### config.mk
export PLATFORM = sky130hd
export DESIGN_NAME = reaction_round_ctrl_flat
export DESIGN_NICKNAME = d
export VERILOG_FILES = /design/src/rtl/reaction_round_ctrl_pkg.sv /design/src/rtl/reaction_round_ctrl_if.sv /design/src/rtl/reaction_round_ctrl_ms_tick_gen.sv /design/src/rtl/reaction_round_ctrl.sv /design/src/flat_wrapper.sv
export SDC_FILE = /design/constraint.sdc
export NUM_CORES = 1
export LEC_CHECK = 0
export CAP_MARGIN = 20
export CORE_AREA = 2 2 84 86
export DETAILED_ROUTE_END_ITERATION = 7
export DIE_AREA = 0 0 86 88
export PLACE_DENSITY = 0.85
export SLEW_MARGIN = 20
export SYNTH_ARGS = -nofsm -noshare
export SYNTH_HDL_FRONTEND = slang
export SYNTH_SLANG_ARGS = --single-unit
### constraint.sdc
create_clock -name Clock -period 5.75 [get_ports Clock]
set_clock_uncertainty 0.15 [all_clocks]
set_input_delay 0.575 -clock Clock [delete_from_list [all_inputs] [get_ports Clock]]
set_output_delay 0.575 -clock Clock [all_outputs]
set_load 0.005 [all_outputs]
### src/rtl/reaction_round_ctrl_pkg.sv
// Shared types and constants for the reaction-round controller.
package reaction_round_ctrl_pkg;

  typedef enum logic [1:0] {
    ST_IDLE  = 2'd0,
    ST_WAIT  = 2'd1,
    ST_ARMED = 2'd2,
    ST_DONE  = 2'd3
  } state_e;

  localparam logic [15:0] LFSR_SEED_DEFAULT = 16'hACE1;
  // Taps 16,14,13,11 expressed as bit positions 15,13,12,10.
  localparam logic [15:0] LFSR_TAPS         = 16'hB400;
  localparam int unsigned RMS_W             = 10;

  function automatic logic [15:0] lfsr_next(input logic [15:0] cur);
    return {cur[14:0], ^(cur & LFSR_TAPS)};
  endfunction

endpackage

### src/rtl/reaction_round_ctrl_if.sv
// Button-mux / score-side signal bundle of the reaction-round controller.
interface reaction_round_ctrl_if;
  import reaction_round_ctrl_pkg::*;

  logic             Start;
  logic             F;
  logic             AnyPressed;
  logic [2:0]       S;
  logic [7:0]       TargetLed;
  logic [RMS_W-1:0] ReactionMs;
  logic             Busy;
  logic             Done;
  logic             Hit;
  logic             Miss;
  logic             FalseStart;

  modport master (
    output Start, F, AnyPressed,
    input  S, TargetLed, ReactionMs, Busy, Done, Hit, Miss, FalseStart
  );

  modport slave (
    input  Start, F, AnyPressed,
    output S, TargetLed, ReactionMs, Busy, Done, Hit, Miss, FalseStart
  );

endinterface

### src/rtl/reaction_round_ctrl_ms_tick_gen.sv
// Millisecond tick divider with synchronous clear; tick_o marks the last cycle of each ms.
module ms_tick_gen #(
  parameter int unsigned TICKS_PER_MS = 50000
) (
  input  logic clk_i,
  input  logic rst_i,
  input  logic clear_i,
  output logic tick_o
);

  localparam int unsigned     DIV_W    = (TICKS_PER_MS > 1) ? $clog2(TICKS_PER_MS) : 1;
  localparam logic [DIV_W-1:0] DIV_LAST = DIV_W'(TICKS_PER_MS - 1);

  logic [DIV_W-1:0] div_q;
  logic [DIV_W-1:0] div_d;

  // NOTE: every combinational output gets a default first so no latch is inferred.
  always_comb begin
    div_d = div_q + DIV_W'(1);
    if (clear_i || (div_q == DIV_LAST)) begin
      div_d = '0;
    end
  end

  always_ff @(posedge clk_i) begin
    if (rst_i) begin
      div_q <= '0;
    end else begin
      div_q <= div_d;
    end
  end

  assign tick_o = (div_q == DIV_LAST);

endmodule

### src/rtl/reaction_round_ctrl.sv
// One reaction-time round: random target and delay, armed LED, ms timing and outcome.
module reaction_round_ctrl
  import reaction_round_ctrl_pkg::*;
#(
  parameter int unsigned TICKS_PER_MS = 50000,
  parameter int unsigned MIN_DELAY_MS = 1000,
  parameter int unsigned MAX_MS       = 999,
  parameter logic [15:0] LFSR_SEED    = LFSR_SEED_DEFAULT
) (
  input  logic                 Clock,
  input  logic                 Reset,
  reaction_round_ctrl_if.slave bus
);

  localparam int unsigned      DLY_W   = $clog2(MIN_DELAY_MS + 1024);
  localparam logic [DLY_W-1:0] DLY_MIN = DLY_W'(MIN_DELAY_MS);
  localparam logic [RMS_W-1:0] MS_MAX  = RMS_W'(MAX_MS);
  localparam logic [RMS_W-1:0] MS_LAST = RMS_W'(MAX_MS - 1);

  state_e           state_q;
  logic [15:0]      lfsr_q;
  logic [DLY_W-1:0] delay_q;
  logic [RMS_W-1:0] ms_q;
  logic [2:0]       s_q;
  logic [7:0]       led_q;
  logic [RMS_W-1:0] rms_q;
  logic             busy_q;
  logic             done_q;
  logic             hit_q;
  logic             miss_q;
  logic             fs_q;

  logic tick;
  logic start_ok;
  logic arm_now;
  logic tick_clear;

  assign start_ok   = bus.Start && ((state_q == ST_IDLE) || (state_q == ST_DONE));
  assign arm_now    = (state_q == ST_WAIT) && !bus.AnyPressed && tick &&
                      (delay_q == DLY_W'(1));
  // The divider restarts so each phase begins with a full millisecond.
  assign tick_clear = start_ok || arm_now;

  ms_tick_gen #(
    .TICKS_PER_MS (TICKS_PER_MS)
  ) u_ms_tick_gen (
    .clk_i   (Clock),
    .rst_i   (Reset),
    .clear_i (tick_clear),
    .tick_o  (tick)
  );

  // NOTE: sequential state uses non-blocking assignments only.
  always_ff @(posedge Clock) begin
    if (Reset) begin
      state_q <= ST_IDLE;
      lfsr_q  <= LFSR_SEED;
      delay_q <= '0;
      ms_q    <= '0;
      s_q     <= '0;
      led_q   <= '0;
      rms_q   <= '0;
      busy_q  <= 1'b0;
      done_q  <= 1'b0;
      hit_q   <= 1'b0;
      miss_q  <= 1'b0;
      fs_q    <= 1'b0;
    end else begin
      lfsr_q <= lfsr_next(lfsr_q);

      case (state_q)
        ST_IDLE, ST_DONE: begin
          if (bus.Start) begin
            state_q <= ST_WAIT;
            s_q     <= lfsr_q[2:0];
            delay_q <= DLY_MIN + DLY_W'(lfsr_q[12:3]);
            rms_q   <= '0;
            busy_q  <= 1'b1;
            done_q  <= 1'b0;
            hit_q   <= 1'b0;
            miss_q  <= 1'b0;
            fs_q    <= 1'b0;
          end
        end

        ST_WAIT: begin
          if (bus.AnyPressed) begin
            state_q <= ST_DONE;
            busy_q  <= 1'b0;
            done_q  <= 1'b1;
            fs_q    <= 1'b1;
            rms_q   <= '0;
          end else if (tick) begin
            delay_q <= delay_q - DLY_W'(1);
            if (delay_q == DLY_W'(1)) begin
              state_q <= ST_ARMED;
              led_q   <= 8'b1 << s_q;
              ms_q    <= '0;
            end
          end
        end

        ST_ARMED: begin
          // The target button outranks a simultaneous wrong-button press.
          if (bus.F || bus.AnyPressed) begin
            state_q <= ST_DONE;
            led_q   <= '0;
            busy_q  <= 1'b0;
            done_q  <= 1'b1;
            hit_q   <= bus.F;
            miss_q  <= !bus.F;
            rms_q   <= ms_q;
          end else if (tick) begin
            ms_q <= ms_q + RMS_W'(1);
            if (ms_q == MS_LAST) begin
              state_q <= ST_DONE;
              led_q   <= '0;
              busy_q  <= 1'b0;
              done_q  <= 1'b1;
              miss_q  <= 1'b1;
              rms_q   <= MS_MAX;
            end
          end
        end

        default: state_q <= ST_IDLE;
      endcase
    end
  end

  assign bus.S          = s_q;
  assign bus.TargetLed  = led_q;
  assign bus.ReactionMs = rms_q;
  assign bus.Busy       = busy_q;
  assign bus.Done       = done_q;
  assign bus.Hit        = hit_q;
  assign bus.Miss       = miss_q;
  assign bus.FalseStart = fs_q;

endmodule

### src/flat_wrapper.sv
// flat-port wrapper written by rule: the top's interface ports become plain ports
module reaction_round_ctrl_flat import reaction_round_ctrl_pkg::*;
#(
  parameter int unsigned TICKS_PER_MS = 50000,
  parameter int unsigned MIN_DELAY_MS = 1000,
  parameter int unsigned MAX_MS       = 999,
  parameter logic [15:0] LFSR_SEED    = LFSR_SEED_DEFAULT
)
  (Clock, Reset, bus_Start, bus_F, bus_AnyPressed, bus_S, bus_TargetLed, bus_ReactionMs, bus_Busy, bus_Done, bus_Hit, bus_Miss, bus_FalseStart);
  reaction_round_ctrl_if bus_i ();
  input  logic Clock;
  input  logic Reset;
  input wire logic [$bits(bus_i.Start)-1:0] bus_Start;
  input wire logic [$bits(bus_i.F)-1:0] bus_F;
  input wire logic [$bits(bus_i.AnyPressed)-1:0] bus_AnyPressed;
  output wire logic [$bits(bus_i.S)-1:0] bus_S;
  output wire logic [$bits(bus_i.TargetLed)-1:0] bus_TargetLed;
  output wire logic [$bits(bus_i.ReactionMs)-1:0] bus_ReactionMs;
  output wire logic [$bits(bus_i.Busy)-1:0] bus_Busy;
  output wire logic [$bits(bus_i.Done)-1:0] bus_Done;
  output wire logic [$bits(bus_i.Hit)-1:0] bus_Hit;
  output wire logic [$bits(bus_i.Miss)-1:0] bus_Miss;
  output wire logic [$bits(bus_i.FalseStart)-1:0] bus_FalseStart;
  assign bus_i.Start = bus_Start;
  assign bus_i.F = bus_F;
  assign bus_i.AnyPressed = bus_AnyPressed;
  assign bus_S = bus_i.S;
  assign bus_TargetLed = bus_i.TargetLed;
  assign bus_ReactionMs = bus_i.ReactionMs;
  assign bus_Busy = bus_i.Busy;
  assign bus_Done = bus_i.Done;
  assign bus_Hit = bus_i.Hit;
  assign bus_Miss = bus_i.Miss;
  assign bus_FalseStart = bus_i.FalseStart;
  reaction_round_ctrl #(.TICKS_PER_MS(TICKS_PER_MS), .MIN_DELAY_MS(MIN_DELAY_MS), .MAX_MS(MAX_MS), .LFSR_SEED(LFSR_SEED)) u_core (.Clock(Clock), .Reset(Reset), .bus(bus_i));
endmodule
# --- Word-level counts from Yosys, hierarchy flattened ---
# Cells that the tools add are included.
op_classes:
  n_addsub: 4
  eq_ne: 18
  n_shift: 1
  muxes: 48
  reduce_logical: 26
op_table:
  columns: ["operator", "count"]
  rows:
  - ["10-bit two-way mux", 10]
  - ["8-bit two-way mux", 6]
  - ["11-bit two-way mux", 3]
  - ["10-bit case mux with 3 select lines", 1]
  - ["11-bit case mux with 2 select lines", 1]
  - ["10-bit case mux with 2 select lines", 1]
  - ["16-bit by 1-bit adder with 16-bit output (second input constant)", 1]
  - ["16-bit == test (second input constant)", 1]
  - ["8-bit case mux with 2 select lines", 1]
  - ["16-bit parity", 1]
  - ["2-bit two-way mux", 7]
  - ["1-bit two-way mux", 12]
  - ["4-bit AND reduction", 3]
  - ["6-bit AND reduction", 2]
  - ["10-bit by 10-bit adder with 11-bit output (first input constant)", 1]
  - ["11-bit by 1-bit == test with 1-bit output (second input constant)", 1]
  - ["11-bit by 1-bit subtractor with 11-bit output (second input constant)", 1]
  - ["10-bit by 1-bit adder with 10-bit output (second input constant)", 1]
  - ["10-bit == test (second input constant)", 1]
  - ["2-bit != test (second input constant)", 5]
  - ["1-bit by 3-bit << shifter with 8-bit output (first input constant)", 1]
  - ["2-bit by 1-bit != test with 1-bit output (second input constant)", 3]
  - ["3-bit by 1-bit != test with 1-bit output (second input constant)", 2]
  - ["1-bit case mux with 2 select lines", 3]
  - ["other kinds (15)", 28]
totals:
  ff_bits: 81
  input_bits: 5
  output_inout_bits: 26
  wordCells: 110

# --- Logic depth before layout (Yosys ltp) ---
depth:
  word_depth: 7
  mapped_depth: 9
  ltp_nobuf: 7

# --- Hierarchy ---
# A second synthesis with hierarchy kept.
hier_totals:
  cells_unflattened: 441
  hier_area_um2: 3793.6
by_module_without_submodules:
  columns: ["mod", "instances", "cells_per_inst", "area_each_um2", "seq_area_each_um2"]
  rows:
  - ["reaction_round_ctrl", 1, 361, 3072.9, 1301.2]
  - ["ms_tick_gen", 1, 80, 720.7, 320.3]

# --- Worst setup path after synthesis ---
# Ideal clock, no wire load.
synth_timing:
  path_kind: "register -> register"
  startpoint: "register u_core.state_q[0]"
  endpoint: "register u_core.led_q[7] (netlist: u_core.bus.TargetLed[7])"
  setup_time_ns: 0.070
  arrival_ns: 2.365
  path_slack_ns: 3.165
  path_stages_with_launch: 8
  cell_sequence: "dfxtp_1 inv_1 ha_1 buf_6 or4_2 o22a_2 or4b_1 a21oi_1"
synth_between:
  elab_chain_cells: 3
  word_cells_on_any_way: 10
  classes_between: "7 x eq/ne; 1 x mux; 2 x reduce/logical"
synth_lines:
  columns: ["element", "line_no", "text"]
  rows:
  - ["from (decl)", "reaction_round_ctrl.sv:20", "state_e state_q;"]
  - ["from (signal assigned)", "reaction_round_ctrl.sv:56", "state_q <= ST_IDLE;"]
  - ["from (signal assigned)", "reaction_round_ctrl.sv:74", "state_q <= ST_WAIT;"]
  - ["from (signal assigned)", "reaction_round_ctrl.sv:88", "state_q <= ST_DONE;"]
  - ["2-bit == test / 2-bit by 1-bit == test with 1-bit output (equally long branches)", "reaction_round_ctrl.sv:71", "case (state_q)"]
  - ["3-bit by 1-bit != test with 1-bit output (no line) (tied with other cells)", null, null]
  - ["6-bit AND reduction (no line)", null, null]
  - ["to (signal assigned)", "reaction_round_ctrl.sv:97", "led_q <= 8'b1 << s_q;"]
  - ["to (decl)", "reaction_round_ctrl.sv:25", "logic [7:0] led_q;"]
# Several ways; a longest one is shown, not always the timed one.
# A chain may end at the register's enable or synchronous reset.

# --- Worst setup path after layout ---
layout_timing:
  startpoint: "register u_core.state_q[0]"
  endpoint: "register u_core.rms_q[6] (netlist: u_core.bus.ReactionMs[6])"
layout_between:
  elab_chain_cells: 4
  word_cells_on_any_way: 11
  classes_between: "7 x eq/ne; 1 x mux; 3 x reduce/logical"
layout_lines:
  columns: ["element", "line_no", "text"]
  rows:
  - ["2-bit == test / 2-bit logical NOT (equally long branches)", "reaction_round_ctrl.sv:71", null]
  - ["2-bit OR reduction", "reaction_round_ctrl.sv:71", null]
  - ["2-bit != test (no line)", null, null]
  - ["4-bit AND reduction (no line)", null, null]
  - ["to (signal assigned)", "reaction_round_ctrl.sv:112", "rms_q <= ms_q;"]
  - ["to (decl)", "reaction_round_ctrl.sv:26", "logic [RMS_W-1:0] rms_q;"]
# Several ways; a longest one is shown, not always the timed one.

==> implementation parameters <==
Parameter                              Value

Synthesis
  Post-synthesis cell area ... between 3000 and 4000 µm²
  Number of distinct library cells after synthesis ... 59
  Leading cell types by total area after synthesis ... dfxtp_1, a21oi_1, nand2_1, nor2_1, o21ai_0
  Sequential fraction of the synthesis area ... about 42%
  Gate count of the mapped netlist ... about 450
  Number of storage elements in the synthesis netlist ... slightly above 80
  Most used standard cell by instance count after synthesis ... dfxtp_1
  Async SR Flop Fraction ... 0%
  Most numerous cell types in the synthesized netlist ... dfxtp_1, a21oi_1, nand2_1
  Syn Area/Cell ... roughly 8.7 µm²
  Library cell occupying the most area in the post-synthesis netlist ... dfxtp_1
  Number of nets in the synthesized netlist ... ~460
  Fraction of post-synthesis cell area in the top cell type by area ... between 40 and 50%
  Number of flops mapped to enable cells by yosys ... 0
  Dominant register cell in the synthesized netlist ... dfxtp_1
  Yosys warnings ... 0

Setup path
  Worst EP arrival ... around 3.4 ns
  Required @ worst endpoint ... between 5 and 6 ns
  Crit Path Category ... register to register
  Critical Path Source Type ... register
  Crit path capture type ... register
  Maximum fanout encountered on the critical timing path ... 16

STA
  Post-route setup TNS ... 0 ns
  Period utilization ... a little under three fifths
  Final Hold Viols ... 0
  Tightest slew margin relative to the limit ... between 30% and 40%
  Achievable clock frequency ... around 310 MHz
  Max-slew violations ... 0
  Number of endpoints failing setup at the final stage ... 0
  Measured slew at the worst slew-check pin ... 1.01 ns
  Minimum period implied by the final worst setup slack ... 3.24 ns
  Worst Hold Slack ... about 0.27 ns
  RSZ-0062 raised after global routing ... no

Floorplan
  Count of standard-cell rows ... 30
  Starting density of the core ... between 50% and 60%
  Vertical die dimension ... 88 µm
  Count of boundary I/O pins ... 31
  Die width ... about 86 µm
  Area of the core region ... roughly 6600 µm²
  Die Outline Area ... around 7600 µm²

Layout
  Multi-input logic area ... between 2000 and 2500 µm²
  Post-Route Utilization ... between 60 and 70%
  Storage cell area ... approximately 1600 µm²
  Ratio of cells with drive above 1 in the final layout ... between 7 and 8%
  Number of diodes ... 0
  Final-layout fill cell count ... 548
  P&R area growth vs syn ... 12.6%
  Number of nets in the layout ... 480

Clock network
  Post-CTS clock slew at the launch and capture registers of the worst setup and hold paths ... 0.09 ns
  Insertion delay of the later-clocked pin in the worst-skew pair ... ~0.36 ns
  # clock sinks ... 81
  Maximum number of buffers from clock root to sink ... 2
  Root Driver ... clkbuf_8
  Number of buffers added to fix hold violations after cts ... 0
  Inserted Clock Buffers ... 9
  # H-tree levels ... 3
  Clock tree from TritonCTS ... yes
  Number of setup buffers added after CTS ... 0
  Number of gates resized after cts ... 0

GRT
  Overflow after GRT ... 0
  Via count of the first global-routing pass ... 3172
  Maximum number of pins on one net before global-route repair ... 54
  Wire length of the first global-routing pass ... between 15000 and 20000 µm
  Number of antenna violations at the first check in global routing ... 0
  Total routing resource utilization after global routing ... 25.3%

Routing
  Routed WL per cell ... approximately 17 µm
  Routed via count divided by cell count ... about 6.3
  Total detailed-routing wirelength ... 9210 µm
  Length of the first detailed-routing pass in iterations ... 7
  Total via count after detailed routing ... around 3500
  Residual DRC ... 0
  Number of routed nets with antenna violations ... 0
  DRT iter0 DRCs ... between 300 and 400

Place
  Weighted congestion at the end of routability-driven global placement ... a little under 0.9
  Number of port buffers ... 30
  Placed wire-length estimate ... a little over 6000 µm

Power and ir drop
  Largest voltage drop on the vdd net ... 0.000249 V
  Leakage power figure ... 1.45 nW
  Power Density ... approximately 430 nW/µm²

Hold path
  Hold/Removal Path Class ... register to register

Status
  Result of the run ... completed

Job
  Max-capacitance violation count ... 0
## worst paths after layout
kind	from	to	slack [ns]	cells past startpoint
worst max-delay path	u_core.state_q[0]	u_core.bus.ReactionMs[6]	2.51	7
worst max register to register	u_core.state_q[0]	u_core.bus.ReactionMs[6]	2.51	7
worst min-delay path	u_core.lfsr_q[14]	u_core.lfsr_q[15]	0.27	1
worst min register to register	u_core.lfsr_q[14]	u_core.lfsr_q[15]	0.27	1
## metrics by stage
step / instances / power, mW / instance area (µm²) / setup WS, ns
floorplan: 445 / 1.24 / 3850 / 3.17
global placement: 535 / 1.42 / 4150 / 2.50
detailed placement: 535 / 1.44 / 4150 / 2.32
CTS: 551 / 1.84 / 4340 / 2.31
global route: 551 / 1.96 / 4340 / 2.27
finish: 551 / 1.85 / 4340 / 2.51
## final cells by class
class                      instances  area share, %
tap                               80           2.31
sequential                        81           37.4
clock buffer                       9           2.85
timing repair buffer              32           7.26
inverter                          11          0.951
multi-input combinational        331           47.9
clock inverter                     7           1.41
## routing by layer
layer  track usage (%)  up-vias  wire, µm
li1                  -     1673         -
met4              9.38        0       197
met5                 0        -         0
met2              39.3      156      4320
met1              34.5     1635      4020
met3              6.03       26       670
## critical path, stage by stage (launching register included)
cell and delay [ns]:
dfxtp_1 0.39, inv_1 0.06, ha_1 0.51, nor2b_1 0.27, or4_1 0.56, o22ai_1 0.79
a21oi_1 0.18, a211oi_1 0.25
## flip-flops by register name, summed over array words and instances (netlist names)
name and flops:
u_core.bus.Busy 1, u_core.bus.Done 1, u_core.bus.FalseStart 1, u_core.bus.Hit 1, u_core.bus.Miss 1, u_core.bus.ReactionMs 10, u_core.bus.S 3, u_core.bus.TargetLed 8
u_core.delay_q 11, u_core.lfsr_q 16, u_core.ms_q 10, u_core.state_q 2, u_core.u_ms_tick_gen.div_q 16
## placed cells by master (no fill, tap or decap), types with 10 or more instances in the layout
cell type | synthesis | layout
nor2b_1 | 10 | 10
inv_1 | 10 | 10
o21ai_0 | 25 | 25
nor3_1 | 11 | 10
clkdlybuf4s50_1 | 0 | 30
nand2_1 | 36 | 36
nand3_1 | 17 | 17
a211oi_1 | 11 | 11
a21oi_1 | 45 | 45
xor2_1 | 12 | 12
dfxtp_1 | 81 | 81
xnor2_1 | 10 | 10
nor2_1 | 34 | 34
## cells by family after synthesis
logic type | share of synthesized area [%]
and+or+nand+nor | 22.7
AOI/OAI and AO/OA | 21.0
DFF | 42.1
buffers and inverters | 4.19
xor gates and xnor gates | 5.00
adders and majority gates | 2.92
muxes | 2.08
## power by group
part           internal [mW]  leakage [nW]  switching (mW)
Sequential             0.648         0.662          0.0821
Combinational          0.290         0.702           0.437
Clock                  0.164        0.0884           0.232
Total                   1.10          1.45           0.752
Note: power is estimated with default switching activity, not from simulation.
